$ cat config.mk
export PLATFORM = sky130hd
export DESIGN_NAME = sp_mem_arbiter
export DESIGN_NICKNAME = d
export VERILOG_FILES = /design/src/rtl/sp_mem_arb_pkg.sv /design/src/rtl/sp_mem_arbiter_rr_pick.sv /design/src/rtl/sp_mem_arbiter.sv
export SDC_FILE = /design/constraint.sdc
export NUM_CORES = 1
export LEC_CHECK = 0
export BUFFER_PORTS_ARGS = -buffer_cell sky130_fd_sc_hd__buf_4
export CAP_MARGIN = 20
export CORE_AREA = 5 5 107 109
export CTS_BUF_LIST = sky130_fd_sc_hd__clkbuf_4 sky130_fd_sc_hd__clkbuf_8
export CTS_CLUSTER_DIAMETER = 150
export DETAILED_ROUTE_END_ITERATION = 10
export DIE_AREA = 0 0 112 114
export GPL_TIMING_DRIVEN = 1
export PLACE_DENSITY = 0.9
export SLEW_MARGIN = 0
export SYNTH_ARGS = -nofsm -noshare
export SYNTH_HDL_FRONTEND = slang
export SYNTH_SLANG_ARGS = --single-unit
$ cat constraint.sdc
create_clock -name s_axi_aclk -period 2.65 [get_ports s_axi_aclk]
set_input_delay 0.3975 -clock s_axi_aclk [delete_from_list [all_inputs] [get_ports s_axi_aclk]]
set_output_delay 0.3975 -clock s_axi_aclk [all_outputs]
set_load 0.1 [all_outputs]
$ cat src/rtl/sp_mem_arb_pkg.sv
// Shared types and the round-robin search helper for the single-port memory arbiter.
package sp_mem_arb_pkg;

  typedef enum logic {ARB_IDLE, ARB_GRANT} arb_state_t;

  localparam int unsigned MAX_REQ = 8;

  // First set bit of req searching upward from last+1, wrapping modulo n.
  function automatic logic [2:0] rr_next(input logic [MAX_REQ-1:0] req,
                                         input logic [2:0]         last,
                                         input int unsigned        n);
    logic [2:0]  pick;
    logic        hit;
    int unsigned idx;
    pick = last;
    hit  = 1'b0;
    for (int unsigned k = 1; k <= MAX_REQ; k++) begin
      idx = (32'(last) + k) % n;
      if (!hit && (k <= n) && req[idx[2:0]]) begin
        pick = idx[2:0];
        hit  = 1'b1;
      end
    end
    return pick;
  endfunction

endpackage

$ cat src/rtl/sp_mem_arbiter_rr_pick.sv
// Combinational round-robin picker: next requester after last_i that has its request bit set.
module rr_pick
  import sp_mem_arb_pkg::*;
#(
  parameter  int unsigned NUM_REQ = 2,
  localparam int unsigned IW      = $clog2(NUM_REQ)
) (
  input  logic [NUM_REQ-1:0] req_i,
  input  logic [IW-1:0]      last_i,
  output logic [IW-1:0]      idx_o,
  output logic               found_o
);

  assign idx_o   = IW'(rr_next(8'(req_i), 3'(last_i), NUM_REQ));
  assign found_o = |req_i;

endmodule

$ cat src/rtl/sp_mem_arbiter.sv
// Round-robin, burst-locked arbiter sharing one single-port memory between NUM_REQ requesters,
// with registered commands and a latency-matched shift register routing read data back.
module sp_mem_arbiter
  import sp_mem_arb_pkg::*;
#(
  parameter  int unsigned NUM_REQ    = 2,
  parameter  int unsigned DATA_WIDTH = 32,
  parameter  int unsigned ADDR_WIDTH = 32,
  parameter  int unsigned RD_LATENCY = 1,
  parameter  int unsigned MAX_BURST  = 16,
  localparam int unsigned IW         = $clog2(NUM_REQ),
  localparam int unsigned SW         = DATA_WIDTH / 8
) (
  input  logic                          s_axi_aclk,
  input  logic                          s_axi_areset,
  input  logic [NUM_REQ-1:0]            req_valid,
  output logic [NUM_REQ-1:0]            req_ready,
  input  logic [NUM_REQ-1:0]            req_write,
  input  logic [NUM_REQ-1:0]            req_last,
  input  logic [NUM_REQ*ADDR_WIDTH-1:0] req_addr,
  input  logic [NUM_REQ*DATA_WIDTH-1:0] req_wdata,
  input  logic [NUM_REQ*SW-1:0]         req_wstrb,
  output logic [NUM_REQ-1:0]            rsp_valid,
  output logic [DATA_WIDTH-1:0]         rsp_rdata,
  output logic                          mem_read,
  output logic                          mem_write,
  output logic [ADDR_WIDTH-1:0]         mem_address,
  output logic [DATA_WIDTH-1:0]         mem_write_data,
  output logic [SW-1:0]                 mem_write_strb,
  input  logic [DATA_WIDTH-1:0]         mem_read_data,
  output logic [IW-1:0]                 grant_id,
  output logic                          busy
);

  arb_state_t            state_q;
  logic [IW-1:0]         grant_id_q;
  logic [IW-1:0]         last_grant_q;
  logic [7:0]            beat_cnt_q;
  logic                  mem_read_q;
  logic                  mem_write_q;
  logic [ADDR_WIDTH-1:0] mem_addr_q;
  logic [DATA_WIDTH-1:0] mem_wdata_q;
  logic [SW-1:0]         mem_wstrb_q;

  logic [RD_LATENCY-1:0] rd_vld_q;
  logic [IW-1:0]         rd_id_q [RD_LATENCY];
  logic [NUM_REQ-1:0]    rsp_valid_q;
  logic [DATA_WIDTH-1:0] rsp_rdata_q;

  logic [IW-1:0]         pick_idx;
  logic                  pick_found;
  logic                  accept;
  logic                  g_write;
  logic                  g_last;
  logic [ADDR_WIDTH-1:0] g_addr;
  logic [DATA_WIDTH-1:0] g_wdata;
  logic [SW-1:0]         g_wstrb;

  rr_pick #(.NUM_REQ(NUM_REQ)) u_pick (
    .req_i   (req_valid),
    .last_i  (last_grant_q),
    .idx_o   (pick_idx),
    .found_o (pick_found)
  );

  assign req_ready = (state_q == ARB_GRANT) ? (NUM_REQ'(1) << grant_id_q) : '0;
  assign accept    = (state_q == ARB_GRANT) && req_valid[grant_id_q];
  assign g_write   = req_write[grant_id_q];
  assign g_last    = req_last[grant_id_q];
  assign g_addr    = req_addr[grant_id_q*ADDR_WIDTH +: ADDR_WIDTH];
  assign g_wdata   = req_wdata[grant_id_q*DATA_WIDTH +: DATA_WIDTH];
  assign g_wstrb   = req_wstrb[grant_id_q*SW +: SW];

  always_ff @(posedge s_axi_aclk) begin
    if (s_axi_areset) begin
      state_q      <= ARB_IDLE;
      grant_id_q   <= '0;
      last_grant_q <= IW'(NUM_REQ - 1);
      beat_cnt_q   <= '0;
      mem_read_q   <= 1'b0;
      mem_write_q  <= 1'b0;
      mem_addr_q   <= '0;
      mem_wdata_q  <= '0;
      mem_wstrb_q  <= '0;
    end else begin
      // Strobes and write payload are single-cycle; only an accepted beat raises them.
      mem_read_q  <= 1'b0;
      mem_write_q <= 1'b0;
      mem_wdata_q <= '0;
      mem_wstrb_q <= '0;
      case (state_q)
        ARB_IDLE: begin
          if (pick_found) begin
            grant_id_q   <= pick_idx;
            last_grant_q <= pick_idx;
            beat_cnt_q   <= '0;
            state_q      <= ARB_GRANT;
          end
        end
        ARB_GRANT: begin
          if (accept) begin
            mem_read_q  <= ~g_write;
            mem_write_q <= g_write;
            mem_addr_q  <= g_addr;
            if (g_write) begin
              mem_wdata_q <= g_wdata;
              mem_wstrb_q <= g_wstrb;
            end
            beat_cnt_q <= beat_cnt_q + 8'd1;
            if (g_last || (beat_cnt_q == 8'(MAX_BURST - 1))) begin
              state_q <= ARB_IDLE;
            end
          end
        end
        default: state_q <= ARB_IDLE;
      endcase
    end
  end

  // grant_id_q still names the issuer while mem_read_q is high, even if the grant was just released.
  always_ff @(posedge s_axi_aclk) begin
    if (s_axi_areset) begin
      rd_vld_q    <= '0;
      for (int i = 0; i < RD_LATENCY; i++) rd_id_q[i] <= '0;
      rsp_valid_q <= '0;
      rsp_rdata_q <= '0;
    end else begin
      rd_vld_q[0] <= mem_read_q;
      rd_id_q[0]  <= grant_id_q;
      for (int i = 1; i < RD_LATENCY; i++) begin
        rd_vld_q[i] <= rd_vld_q[i-1];
        rd_id_q[i]  <= rd_id_q[i-1];
      end
      rsp_valid_q <= '0;
      if (rd_vld_q[RD_LATENCY-1]) begin
        rsp_valid_q[rd_id_q[RD_LATENCY-1]] <= 1'b1;
        rsp_rdata_q                        <= mem_read_data;
      end
    end
  end

  assign rsp_valid      = rsp_valid_q;
  assign rsp_rdata      = rsp_rdata_q;
  assign mem_read       = mem_read_q;
  assign mem_write      = mem_write_q;
  assign mem_address    = mem_addr_q;
  assign mem_write_data = mem_wdata_q;
  assign mem_write_strb = mem_wstrb_q;
  assign grant_id       = grant_id_q;
  assign busy           = (state_q == ARB_GRANT);

endmodule

# Word level (Yosys, flattened, before mapping)
# Memories as Yosys holds them, arrays and structs flattened.
# Index checks and enable logic that the tools add are counted.
# totals
ramBits,1
n_memories,1
regBits,116
# mem_list
memory,words,width,rd,rd_clocked_by_memory_dff,wr,line_no,source
rd_id_q,1,1,1,0,1,sp_mem_arbiter.sv:46,logic [IW-1:0] rd_id_q [RD_LATENCY];
# op_classes
n_shift,4
n_lt_le_gt_ge,5
muxes,28
bitwise_logic,4
add_sub_neg,3
n_eq_ne,3
n_reduce_logical,13
# op_table
operator,n
64-bit by 7-bit variable part select with 32-bit output,2
1-bit two-way mux,22
8-bit two-way mux,2
8-bit case mux with 2 select lines,1
8-bit by 1-bit adder with 8-bit output (second input constant),1
8-bit by 4-bit == test with 1-bit output (second input constant),1
1-bit by 4-bit < comparator with 1-bit output (second input constant),2
8-bit by 4-bit variable part select with 4-bit output,1
2-bit AND reduction,3
1-bit by 2-bit < comparator with 1-bit output (second input constant),2
1-bit NOT,4
2-bit OR reduction,2
4-bit OR reduction,1
1-bit logical AND,3
3-bit OR reduction,1
1-bit adder (second input constant),2
2-bit two-way mux,1
2-bit by 1-bit != test with 1-bit output (second input constant),1
2-bit != test (second input constant),1
1-bit case mux with 2 select lines,1
1-bit by 1-bit left shift with 2-bit output (first input constant),1
1-bit demux with 1-bit select,1
1-bit greater-or-equal comparator (second input constant),1
1-bit logical NOT,1
2 further kinds,2

# Longest topological paths before layout
# Gate-level depths: netlist (run 1).
# logic_depth
ltp_word,7
ltp_mapped,6
depth_no_buf,5

# Cells and area by module
# Synthesis (run 1) repeated with hierarchy kept, for this count alone.
# unflattened
hier_cells,452
hier_area_um2,4625.7
# modules_own_cells
module,instances,area_each_um2,cells_per_inst
sp_mem_arbiter,1,4610.7,449
rr_pick,1,15.0,3

# Worst setup path before layout (run 1)
# Ideal clock, no wire load.
# synth_timing
path_kind,register to output
startpoint,reg state_q (netlist: busy)
endpoint,out req_ready[0]
path_slack_ps,-458
stages_incl_launch_ff,3
arrival_ps,2711
path_cell_list,dfxtp_1 clkbuf_1 nor2b_1
# synth_between
elab_chain_cells,1
# synth_lines
element,line_no,source
"start, declared",sp_mem_arbiter.sv:35,arb_state_t state_q;
"start signal, assigned",sp_mem_arbiter.sv:76,state_q <= ARB_IDLE;
"start signal, assigned",sp_mem_arbiter.sv:97,state_q <= ARB_GRANT;
"start signal, assigned",sp_mem_arbiter.sv:111,state_q <= ARB_IDLE;
2-bit two-way mux,sp_mem_arbiter.sv:66,assign req_ready = (state_q == ARB_GRANT) ? (NUM_REQ'(1) << grant_id_q) : '0;
"end, declared",sp_mem_arbiter.sv:17,"output logic [NUM_REQ-1:0] req_ready,"
# No other way between the ends.

# Worst setup path after layout (run 1)
# layout_timing
startpoint,reg grant_id_q (netlist: grant_id)
endpoint,out req_ready[1]
# layout_between
elab_chain_cells,2
# layout_lines
element,line_no,source
"start, declared",sp_mem_arbiter.sv:36,logic [IW-1:0] grant_id_q;
"start signal, assigned",sp_mem_arbiter.sv:94,grant_id_q <= pick_idx;
1-bit by 1-bit left shift with 2-bit output,sp_mem_arbiter.sv:66,
2-bit two-way mux,sp_mem_arbiter.sv:66,
# No other way between the ends.

==> metrics.md, run 1 <==
| Metric | Value |
|---|---|
| Hold WC Path Type | input port to flip-flop |
| Met1 Use GR | between 20% and 30% |
| Clock Skew | 0.00715 ns |
| Post-synth EDFFs | 0 |
| Register area share after synthesis | a little over half |
| Power per cell area | roughly 660 mW/mm2 |
| CP Capture Type | primary output |
| Post_cts resized | 0 |
| Layer with the highest usage | met2 |
| Comb pwr share | approximately 22% |
| CP max stage cell | buf_4 |
| Max Clk Rate | roughly 0.43 GHz |
| Clock Tree Buf Depth | 2 |
| Tmin final | about 2.3 ns |
| Antenna cells | 0 |
| Peak supply drop | 0.000307 V |
| Sink Count | 117 |
| Global-route wire length before repair | between 20 and 25 mm |
| Crit start category | flip-flop |
| Met3 global-route usage | ~7.6% |
| Layout cells sized above 1 | roughly 45% |
| Cts hold-fix bufs | 0 |
| Met2 GRT Util | between 30 and 40% |
| Grt ovf | 0 |
| Largest net degree at the start of global routing | just under 70 |
| Initial antenna violation count | 0 |
| Drt drc | 0 |
| CP Data Required Time | between 2 and 2.5 ns |
| Vias in the first global route | about 4.4k |
| H-tree levels | 4 |
| Final setup fails | 0 |
| TNS Setup | 0 ns |
| Avg WL per Cell | 15.3 um |
| Fillers | between 700 and 800 |
| PortBufs | approximately 280 |
| Hpwl dp | 10.3 mm |
| Die ar. | about 0.013 mm2 |
| Tot GR Track Use | between 20% and 30% |
| Core footprint | 0.0105 mm2 |
| Status | completed |
| # IOs | between 200 and 300 |
| Netlist Area Pre-Place | around 0.0045 mm2 |
| Worst-path clk slew | 0.07 ns |
| CP Buf/Inv Count | 2 |
| Via Count | 4174 |
| Starting Density | 42.5% |
| CP peak stage delay | between 0.5 and 0.6 ns |
| Number of nets with antenna violations after routing | 0 |
| WL final | 13.2 mm |
| Synth warn | 0 |
| Sw Share | between 20% and 30% |
| Drt first pass iters | 4 |
| TritonCTS Buffers | 17 |
| Total power | around 4.7 mW |
| Clock group share of total power | between 30% and 40% |
| Fin nets | slightly below 900 |
| Syn Inst Count | between 400 and 500 |
| Die X-Extent | around 110 um |
| RSZ-0062 raised after global routing | false |
| Top delay family on crit path | buffers and inverters |
| Syn nets | between 600 and 700 |
| Count of cell types in the netlist | 28 |
| Worst-margin pin slew | roughly 0.96 ns |
| Worst hold margin | ~0.21 ns |
| Main synth FF type | dfxtp_1 |
| DR iter-0 viols | 200 |
| Worst skew pair latency | between 0.4 and 0.5 ns |
| CTS root buf | clkbuf_8 |
| Max Cap Violations | 0 |
| CTS tree | built |
| Critical-path cell list | buf_4 > and2_2 > buf_4 |
| Top cell by count, worst path | buf_4 |
| Die Height | 114 um |
| Relative slew slack | about 36% |
| Synth Area per Inst | between 10 and 15 um2 |
| RD Place Congestion | ~0.87 |
| Yosys reg bits | about 120 |
| Critical path class | flip-flop to primary output |
| Net Switching | between 1 and 1.5 mW |
| CP arrival | approximately 1.9 ns |
| P_int | ~3.3 mW |
| Area Growth Syn to Fin | 59.5% |
| Static Leakage | between 3 and 4 nW |
| Sequential share of power | between 40% and 50% |
| Via-to-Cell Ratio | approximately 4.8 |
| Critical Path Fanout Max | 40 |
| Period utilisation layout | a little under 90% |
| Row count | 38 |
| Post-CTS setup buffer count | 0 |
| Final Hold Fails | 0 |
| Async S/R FF share, synth | 0% |
| Slew Limit Fails | 0 |
[per-stage QoR]
step	worst slack (ns)	area, um2	std cells	util, %
2_1_floorplan	0.0544	4470	439	-
3_3_place_gp	0.716	6680	835	63.6
3_5_place_dp	0.649	6680	835	63.6
4_1_cts	0.318	7110	866	67.7
5_1_grt	0.240	7110	866	67.7
6_report	0.333	7110	866	67.7
[cell families (layout without fill, tap and decap cells)]
kind of cell | Yosys count | in the layout | share of synthesized area [%]
buf+inv | 34 | 321 | 3.22
flops | 117 | 117 | 52.5
xor+xnor | 4 | 4 | 0.785
fa+ha+maj | 1 | 1 | 0.280
compound gates | 48 | 48 | 7.77
mux | 103 | 103 | 23.1
simple gates | 132 | 132 | 12.3
[area by class of cell]
cell class	count	area [um2]	share of cell area, %
Clock inverter	9	151	2.13
Multi-Input combinational cell	288	1990	27.9
Tap cell	140	175	2.46
Clock buffer	22	284	3.99
Sequential cell	117	2350	33.0
Inverter	2	7.51	0.106
Timing Repair Buffer	288	2160	30.4
[registers in the layout (all words and copies together) (netlist names)]
| signal | flops |
|---|---|
| beat_cnt_q | 8 |
| rd_id_q | 1 |
| mem_write | 1 |
| mem_write_strb | 4 |
| last_grant_q | 1 |
| rsp_valid | 2 |
| grant_id | 1 |
| mem_address | 32 |
| rd_vld_q | 1 |
| rsp_rdata | 32 |
| mem_read | 1 |
| busy | 1 |
| mem_write_data | 32 |
[Yosys cell counts (all sizes together) (2+ instances only)]
library cell  count  area, um2
buf              16       76.3
a2111oi           2       17.5
nor2            109        409
nor3b             2       15.0
mux2i           103       1030
a21oi             8       40.0
nor3              3       15.0
a211oi           34        255
nand2             4       15.0
nor2b             4       25.0
xnor2             4       35.0
nand2b            4       32.5
clkbuf           16       60.1
dfxtp           117       2340
inv               2       7.51
[metal layers]
layer  part of all wire [%]  wire (um)
met3                    9.0       1190
met5                      0          0
met2                     53       7050
met4                    1.8        245
met1                     36       4760
[worst paths after layout]
| check | start | cells after the start | end | slack, ns |
|---|---|---|---|---|
| max | grant_id$_SDFFE_PP0P_ | 3 | req_ready[1] | 0.33 |
| min | req_wdata[8] | 3 | mem_write_data[8]$_SDFF_PP0_ | 0.21 |
| max reg2reg | grant_id$_SDFFE_PP0P_ | 5 | mem_write_strb[1]$_SDFF_PP0_ | 0.71 |
| min reg2reg | rd_id_q[0]$_SDFF_PP0_ | 1 | rsp_valid[0]$_SDFF_PP0_ | 0.43 |
[placed cells by master, fill, tap and decap left out, types with 2 or more instances in the layout]
master     count
buf_4        288
dfxtp_1      115
nor2_1       109
mux2i_1      103
a211oi_1      34
clkbuf_8      19
a21oi_1        8
nand2_1        4
xnor2_1        4
bufinv_16      4
nand2b_1       3
nor3_1         3
clkbuf_4       3
clkinv_2       3
nor3b_1        2
a2111oi_0      2
inv_1          2
nor2b_1        2
[power groups by stage]
stage	logic [mW]	registers (mW)	clock network, mW
2_1_floorplan	0.259	2.34	0
3_5_place_dp	1.05	1.91	0
4_1_cts	1.05	1.87	1.80
3_3_place_gp	1.03	1.90	0
6_report	1.05	1.87	1.76
5_1_grt	1.10	1.88	1.90
[worst register-to-register path: stages (launching register included)]
cell      delay (ns)
dfxtp_4         0.40
mux2i_1         0.57
nand2b_4        0.27
or3_1           0.12
buf_4           0.34
nor2_1          0.12
No activity file was read; power rests on OpenSTA's default activity.
==> run 2, diff against run 1 <==
--- a/config.mk
+++ b/config.mk
@@ -6,7 +6,6 @@
 export NUM_CORES = 1
 export LEC_CHECK = 0
 export BUFFER_PORTS_ARGS = -buffer_cell sky130_fd_sc_hd__buf_4
-export CAP_MARGIN = 20
 export CORE_AREA = 5 5 107 109
 export CTS_BUF_LIST = sky130_fd_sc_hd__clkbuf_4 sky130_fd_sc_hd__clkbuf_8
 export CTS_CLUSTER_DIAMETER = 150
==> constraint.sdc (replaced) <==
create_clock -name s_axi_aclk -period 2.65 [get_ports s_axi_aclk]
set_input_delay 0.3975 -clock s_axi_aclk [delete_from_list [all_inputs] [get_ports s_axi_aclk]]
set_output_delay 0.3975 -clock s_axi_aclk [all_outputs]
set_load 0.005 [all_outputs]
==> run 2 against run 1 <==
Net effect:
- die area unchanged
- total power decreased by 15%
- utilization fell by 0.71 points
- clock skew is 0.00073 ns lower
- fmax increased by 18%
- sequential cell count is the same
- final cell count fell by 0.12%
- first-iteration DRC count shrank 16%
- via count rose by 0.43%
- worst setup slack better by 0.35 ns
- sequential share of layout area is 0.35 points higher
- worst hold slack worse by 0.0064 ns
- critical path type unchanged
- largest cell class unchanged
==> metrics.md, run 2 (same netlist as run 1, synthesis figures left out) <==
| Metric | Value |
|---|---|
| Via Count | 4192 (+0.43%) |
| Reg2Reg Setup Slack | 0.72 ns (about the same) |
| Met3 global-route usage | 8.86% (+1.2 points) |
| CTS tree | built |
| Starting Density | 42.5% (unchanged) |
| Post_cts resized | 0 (unchanged) |
| Total power | 3.95 mW (-15%) |
| CP Capture Type | primary output |
| WL final | 13.9 mm (+5.2%) |
| # IOs | 284 (unchanged) |
| Worst skew pair latency | 0.42 ns (about the same) |
| CP Data Required Time | 2.25 ns (about the same) |
| DP Area | 0.00668 mm2 (about the same) |
| Critical-path cell list | buf_4 > buf_4 |
| Grt ovf | 0 (unchanged) |
| Relative slew slack | 36.3% (+0.058 points) |
| Met1 Use GR | 23.1% (+2.0 points) |
| Worst hold margin | 0.208 ns (-0.00642 ns) |
| Cts hold-fix bufs | 0 (unchanged) |
| Critical Path Fanout Max | 39 (-2.5%) |
| Sink Count | 117 (unchanged) |
| TritonCTS Buffers | 17 (unchanged) |
| CTS root buf | clkbuf_8 |
| Commonest non-fill, non-tap cell in the layout | buf_4 |
| Row count | 38 (unchanged) |
| Multi-input gate area | 0.00198 mm2 (-0.19%) |
| Final Hold Fails | 0 (unchanged) |
| Die X-Extent | 112 um (unchanged) |
| Hpwl dp | 10.9 mm (+5.6%) |
| Tot GR Track Use | 21.5% (+1.1 points) |
| Fin nets | 891 (unchanged) |
| Worst-path clk slew | 0.07 ns (about the same) |
| Avg WL per Cell | 16.1 um (+5.3%) |
| Met2 GRT Util | 37.2% (-0.44 points) |
| Layout cells sized above 1 | 44.3% (-0.43 points) |
| PortBufs | 283 (unchanged) |
| Placed insts | 835 (unchanged) |
| Clock Skew | 0.00642 ns (-0.000728 ns) |
| Core footprint | 0.0105 mm2 (unchanged) |
| Max Cap Violations | 0 (unchanged) |
| Post-route cell area | 0.00704 mm2 (-1.1%) |
| H-tree levels | 4 (unchanged) |
| Via-to-Cell Ratio | 4.85 (+0.55%) |
| Die Height | 114 um (unchanged) |
| Worst-margin pin slew | 0.955 ns (-0.000876 ns) |
| Fillers | 805 (+1.8%) |
| Number of nets with antenna violations after routing | 0 (unchanged) |
| Clock Tree Buf Depth | 2 (unchanged) |
| Fin cells | 865 (-0.12%) |
| Max Clk Rate | 0.507 GHz (+18%) |
| DR iter-0 viols | 168 (-16%) |
| Post-CTS setup buffer count | 0 (unchanged) |
| Peak supply drop | 0.000333 V (+8.2%) |
| Hold WC Path Type | input port to flip-flop |
| Final setup fails | 0 (unchanged) |
| TNS Setup | 0 ns (unchanged) |
| Period utilisation layout | 74.4% (-13 points) |
| Largest net degree at the start of global routing | 68 (unchanged) |
| CP max stage cell | buf_4 |
| Power per cell area | 562 mW/mm2 (-15%) |
| Reg area | 0.00235 mm2 (unchanged) |
| Initial antenna violation count | 1 (+1) |
| Vias in the first global route | 4431 (+0.93%) |
| Top cell by count, worst path | buf_4 |
| Drt first pass iters | 4 (unchanged) |
| RD Place Congestion | 0.809 (-7.0%) |
| Drt drc | 0 (unchanged) |
| Crit start category | flip-flop |
| Critical path class | flip-flop to primary output |
| Static Leakage | 3.12 nW (-0.95%) |
| Layer with the highest usage | met2 |
| Status | completed |
| RSZ-0062 raised after global routing | false |
| Most frequent cells in the layout | buf_4, dfxtp_1, nor2_1, mux2i_1, a211oi_1 |
| Tmin final | 1.97 ns (-0.346 ns) |
| Slew Limit Fails | 0 (unchanged) |
| CP arrival | 1.57 ns (-0.35 ns) |
| Die ar. | 0.0128 mm2 (unchanged) |
| Area Growth Syn to Fin | 57.8% |
| CP peak stage delay | 0.54 ns (about the same) |
| Global-route wire length before repair | 21.8 mm (+3.7%) |
## run 2: per-layer routing
| metal | wire (um) | part of all wire (%) | up-vias |
|---|---|---|---|
| li1 | - | - | 2066 |
| met1 | 5110 | 37 | 1899 |
| met2 | 7000 | 50 | 201 |
| met3 | 1470 | 11 | 26 |
| met4 | 365 | 2.6 | 0 |
| met5 | 0 | 0 | - |
## run 2: final timing paths
check | end | startpoint | cells after the start
setup / recovery | grant_id | grant_id$_SDFFE_PP0P_ | 2
setup reg to reg | mem_write_data[12]$_SDFF_PP0_ | grant_id$_SDFFE_PP0P_ | 5
hold / removal | mem_write_data[18]$_SDFF_PP0_ | req_wdata[18] | 3
hold reg to reg | rsp_valid[0]$_SDFF_PP0_ | rd_id_q[0]$_SDFF_PP0_ | 1
## run 2: area by class of cell
cell class | instances | share of cell area, %
flip-flops and latches | 117 | 33.3
repair buffers | 288 | 30.7
multi-input cells | 288 | 28.2
clock buffers | 24 | 4.43
well taps | 140 | 2.49
clock inverters | 5 | 0.711
inverters | 2 | 0.107
diodes | 1 | 0.0355
## run 2: worst max-delay path, delay by kind of cell, from the launching register on
family,cells,cell delay (ns)
buf+inv,2,0.76
flops,1,0.38
## run 2: stage by stage
stage                     utilization, %  setup WS [ns]
after floorplan                        -           1.06
after global placement              63.5          0.750
after detailed placement            63.5          0.650
after CTS                           67.0          0.615
after global routing                67.0          0.558
final                               67.0          0.679
## run 2: where the power goes
group / internal [mW] / leakage (nW) / switching (mW)
combinational: 0.353 / 1.98 / 0.237
sequential: 1.83 / 0.952 / 0.0428
clock: 0.850 / 0.195 / 0.646
